**src/rtl/piece_bag_generator.sv**
```systemverilog
// Piece dealer: Galois LFSR candidates, optional 7-bag rule, FIFO preview queue
// consumed through a valid/take handshake. Every output comes straight from a register.
module piece_bag_generator #(
    parameter int                PIECE_TYPES   = 7,
    parameter int                PIECE_W       = 3,
    parameter int                PREVIEW_DEPTH = 3,
    parameter int                LFSR_W        = 16,
    parameter logic [LFSR_W-1:0] LFSR_TAPS     = 16'hB400,
    parameter logic [LFSR_W-1:0] SEED          = 16'hACE1,
    parameter bit                BAG_MODE      = 1'b1
) (
    input  logic                               clk,
    input  logic                               reset,
    input  logic                               take,
    output logic                               valid,
    output logic [PIECE_W-1:0]                 piece,
    output logic [PREVIEW_DEPTH*PIECE_W-1:0]   preview,
    output logic [$clog2(PREVIEW_DEPTH+1)-1:0] fill_level,
    output logic [PIECE_TYPES-1:0]             bag_mask
);

    localparam int FW = $clog2(PREVIEW_DEPTH + 1);
    // An all-zero Galois LFSR would lock up, so a zero seed is promoted to 1.
    localparam logic [LFSR_W-1:0] SEED_EFF = (SEED == '0) ? LFSR_W'(1) : SEED;

    logic [LFSR_W-1:0]      lfsr_reg, lfsr_next;
    logic [PIECE_W-1:0]     slot_reg  [PREVIEW_DEPTH];
    logic [PIECE_W-1:0]     slot_next [PREVIEW_DEPTH];
    logic [FW-1:0]          fill_reg, fill_next;
    logic [PIECE_TYPES-1:0] mask_reg, mask_next;
    logic [PIECE_TYPES-1:0] cand_hot, mask_set;
    logic [PIECE_W-1:0]     cand;
    logic [FW-1:0]          push_idx;
    logic                   in_range, seen, pop, slot_free, accept;

    assign lfsr_next = (lfsr_reg >> 1) ^ (lfsr_reg[0] ? LFSR_TAPS : '0);
    assign cand      = lfsr_reg[PIECE_W-1:0];

    // One-hot of the candidate over the legal codes; stays zero for out-of-range codes.
    generate
        for (genvar gi = 0; gi < PIECE_TYPES; gi++) begin : g_hot
            assign cand_hot[gi] = (cand == PIECE_W'(gi));
        end
    endgenerate

    assign in_range  = ({1'b0, cand} < (PIECE_W + 1)'(PIECE_TYPES));
    assign seen      = BAG_MODE ? |(cand_hot & mask_reg) : 1'b0;
    assign pop       = take & (fill_reg != '0);
    assign slot_free = (fill_reg < FW'(PREVIEW_DEPTH)) | pop;
    assign accept    = in_range & ~seen & slot_free;
    // Tail position after any pop has shifted the queue down by one.
    assign push_idx  = fill_reg - FW'(pop);
    assign fill_next = fill_reg + FW'(accept) - FW'(pop);

    generate
        for (genvar gi = 0; gi < PREVIEW_DEPTH; gi++) begin : g_slot
            logic [PIECE_W-1:0] shifted;
            if (gi == PREVIEW_DEPTH - 1) begin : g_top
                assign shifted = pop ? '0 : slot_reg[gi];
            end else begin : g_mid
                assign shifted = pop ? slot_reg[gi+1] : slot_reg[gi];
            end
            assign slot_next[gi] = (accept && (push_idx == FW'(gi))) ? cand : shifted;
            assign preview[gi*PIECE_W +: PIECE_W] = slot_reg[gi];
        end
    endgenerate

    assign mask_set = mask_reg | cand_hot;

    always_comb begin
        mask_next = mask_reg;
        if (!BAG_MODE) begin
            mask_next = '0;
        end else if (accept) begin
            // Completing the bag opens a fresh one on the same edge.
            mask_next = (&mask_set) ? '0 : mask_set;
        end
    end

    always_ff @(posedge clk) begin
        if (reset) begin
            lfsr_reg <= SEED_EFF;
            fill_reg <= '0;
            mask_reg <= '0;
            for (int i = 0; i < PREVIEW_DEPTH; i++) begin
                slot_reg[i] <= '0;
            end
        end else begin
            lfsr_reg <= lfsr_next;
            fill_reg <= fill_next;
            mask_reg <= mask_next;
            for (int i = 0; i < PREVIEW_DEPTH; i++) begin
                slot_reg[i] <= slot_next[i];
            end
        end
    end

    assign valid      = (fill_reg != '0);
    assign piece      = slot_reg[0];
    assign fill_level = fill_reg;
    assign bag_mask   = mask_reg;

endmodule

```
**config.mk**
```make
export PLATFORM = sky130hd
export DESIGN_NAME = piece_bag_generator
export DESIGN_NICKNAME = d
export VERILOG_FILES = /design/src/rtl/piece_bag_generator.sv
export SDC_FILE = /design/constraint.sdc
export NUM_CORES = 1
export LEC_CHECK = 0
export ABC_AREA = 1
export CAP_MARGIN = 20
export CORE_UTILIZATION = 30
export DETAILED_ROUTE_END_ITERATION = 12
export MAX_ROUTING_LAYER = met4
export PLACE_DENSITY = 0.46
export SYNTH_ARGS = -nofsm -noshare
export SYNTH_HDL_FRONTEND = slang
export SYNTH_SLANG_ARGS = --single-unit
```
**constraint.sdc**
```tcl
create_clock -name clk -period 2.1 [get_ports clk]
set_input_delay 0.315 -clock clk [delete_from_list [all_inputs] [get_ports clk]]
set_output_delay 0.315 -clock clk [all_outputs]
set_load 0.02 [all_outputs]
```
==> results.tsv <==
metric	value	unit
place.detailed.hpwl	2600	µm
syn_avg_cell_area	8.08	µm²
final_cell_mix	nand2_1, dfxtp_1, nor2_1	
worst_slew_pin_slew	0.376	ns
holdPathEnd	lfsr_reg[14]$_SDFF_PP0_	
synthXorXnorAreaFrac	1.56	%
grt_util_met3	3.69	%
ys_seq_area_share	40.5	%
multi_input_area	821	µm²
drv_slew	0	
p_per_area	1170	mW/mm²
synth-simple-area-share	33.8	%
dr.pass1.iters	4	
overflow	0	
hold_depth	2	
use_met1	16.7	%
synth_top_area_share	40.5	%
layout_commonest_cell	nand2_1	
drc_errors	0	
gp_congestion	0.742	
seqCellArea	681	µm²
largest_reg_flops	16	
top_usage_layer	met2	
synth_cells	208	
die_w	76.9	µm
synthMuxAreaShare	0	%
fin_total_pwr	2540	µW
rsz0062_at_grt	no	
hold_buffers	0	
grt_pass1_wl	6000	µm
synthTopCellsByArea	dfxtp_1, nand2_1, nor2_1	
cts_resized	0	
coreArea	0.00524	mm²
post-cts-setup-buffers	0	
synthAdderAreaFrac	2.23	%
fin_hold_ws	0.405	ns
fin_crit_sh	91.8	%
hold_start	lfsr_reg[15]$_SDFF_PP1_	
grt_use_met2	20.2	%
yosys_warnings	0	
arrival	2.15	ns
cts_root_buffer	clkbuf_8	
rrSetupSlack	0.17	ns
end_kind	register	
synth.distinct_cells	33	
outcome	complete, no violations	
drt_first_iter_violations	41	
wirelength	3500	µm
hold_path.class	register to register	
grt_start_max_net_pins	19	
dieArea	0.00591	mm²
fmax	518	MHz
nets	247	
avgRoutedWirePerCell	11.2	µm
via_per_inst	4.43	
fin_crit	1.93	ns
syn_nets	214	
ys_ff_latch	34	
placed_area	0.00204	mm²
required	2.32	ns
reg2reg_depth	13	
crit_fanout	5	
setup_viol	0	
clockBufferDepth	2	
drive_gt1_share	22.3	%
grt_pass1_vias	1257	
ant_nets	0	
antenna_found_initial	0	
synth_area_leader_cell	dfxtp_1	
crit_type	register to register	
clk_pin_slew_worst_paths	0.07	ns
vdd_drop_max	0.430	mV
areaGrowthSynthToFinish	29.5	%
worstSkewPairLatency	0.29	ns
std_cell_rows	26	
cts_tree	built	
vias	1383	
fin_setup_tns	0	ns
stdcell_area	0.00218	mm²
gr-usage-all-layers	13.4	%
relSlewSlack	74.9	%
leakagePower	0.000936	µW
stdcell_count	312	
n_fill_cell	553	
reg2reg_from	lfsr_reg[1]$_SDFF_PP0_	
syn_area	0.00168	mm²
drv_cap	0	
hold_viol	0	
die_h	76.9	µm
ioPinCount	25	
place_inst	304	
worst_r2r_endpoint	fill_level[1]$_SDFF_PP0_	
initial_core_util	32.1	%
diodes	0	
cts.sinks	34	
portBuffers	24	
htreeDepth	2	
cts_buffers	5	
skew	0.00584	ns
synth_compound_area_share	11.2	%
synth_top_family_by_area	simple AND/OR/NAND/NOR gates	
worst_setup_path_start_kind	register	
-- Yosys cell counts --
cell type	n
nand2_2	5
o21ai_4	1
inv_1	23
buf_1	1
o21ai_0	4
nand3_2	3
nor2_8	2
buf_4	3
clkbuf_1	3
inv_4	1
nand3_4	2
or2_2	4
buf_6	3
nand4_1	11
a31o_2	1
a21oi_2	7
ha_1	3
nand2_1	41
dfxtp_1	34
nor2_1	25
a21o_1	1
xor2_1	2
nand2_4	1
nor2_2	1
nand3_1	8
inv_2	2
clkinv_4	1
o21bai_1	3
nand2_8	1
nand4_2	1
o31ai_2	1
xnor2_1	1
a21oi_1	8
-- per-stage QoR --
step / worst slack, ns / utilization [%]
after floorplan: 0.140 / -
after global placement: -0.00536 / 39.0
after detailed placement: -0.0187 / 39.0
after CTS: 0.149 / 41.6
after global routing: 0.0241 / 41.6
final: 0.171 / 41.6
-- worst max-delay path, stage by stage (launching register included) --
cell and delay (ns):
dfxtp_1 0.37, buf_4 0.17, nand2_1 0.07, inv_1 0.05, nand2_2 0.07, nand2_4 0.07
nor2_8 0.14, nand2_8 0.05, ha_1 0.28, inv_1 0.05, ha_1 0.14, xor2_1 0.18
o21ai_0 0.09, a21oi_1 0.13
-- layout make-up --
| class | count | share of cell area [%] |
|---|---|---|
| clock buffers | 5 | 3.16 |
| clock inverters | 3 | 3.16 |
| inverters | 27 | 5.00 |
| multi-input cells | 137 | 37.7 |
| flip-flops and latches | 34 | 31.2 |
| well taps | 70 | 4.02 |
| repair buffers | 36 | 15.7 |
-- kinds of logic (layout without fill, tap and decap cells) --
logic type	Yosys count	count (layout)
AO/OA/AOI/OAI	26	26
XOR/XNOR	3	3
adder cells (fa/ha/maj)	3	3
buffers and inverters	37	71
flip-flops	34	34
AND/OR/NAND/NOR	105	105
-- how the worst max path moves through the flow --
stage	from	end	slack (ns)	cells after the start
6_report	lfsr_reg[1]$_SDFF_PP0_	fill_level[1]$_SDFF_PP0_	0.17	13
2_1_floorplan	fill_level[1]$_SDFF_PP0_	slot_reg[0][8]$_SDFFE_PP0P_	0.14	11
3_3_place_gp	take	fill_level[1]$_SDFF_PP0_	-0.005	12
4_1_cts	lfsr_reg[1]$_SDFF_PP0_	fill_level[1]$_SDFF_PP0_	0.15	13
5_1_grt	lfsr_reg[1]$_SDFF_PP0_	fill_level[1]$_SDFF_PP0_	0.02	13
3_5_place_dp	take	fill_level[1]$_SDFF_PP0_	-0.02	12
-- power breakdown --
part	internal (µW)	total [µW]	switching, µW
Sequential	727	790	63.0
Clock	476	736	261
Combinational	436	1020	580
-- layer usage --
layer	routed length [µm]	vias up	share of wire, %
met2	1540	25	44
met5	0	-	0
met1	1760	627	50
li1	-	726	-
met3	140	5	4.0
met4	55	0	1.6
Note: power is estimated with default switching activity, not from simulation.
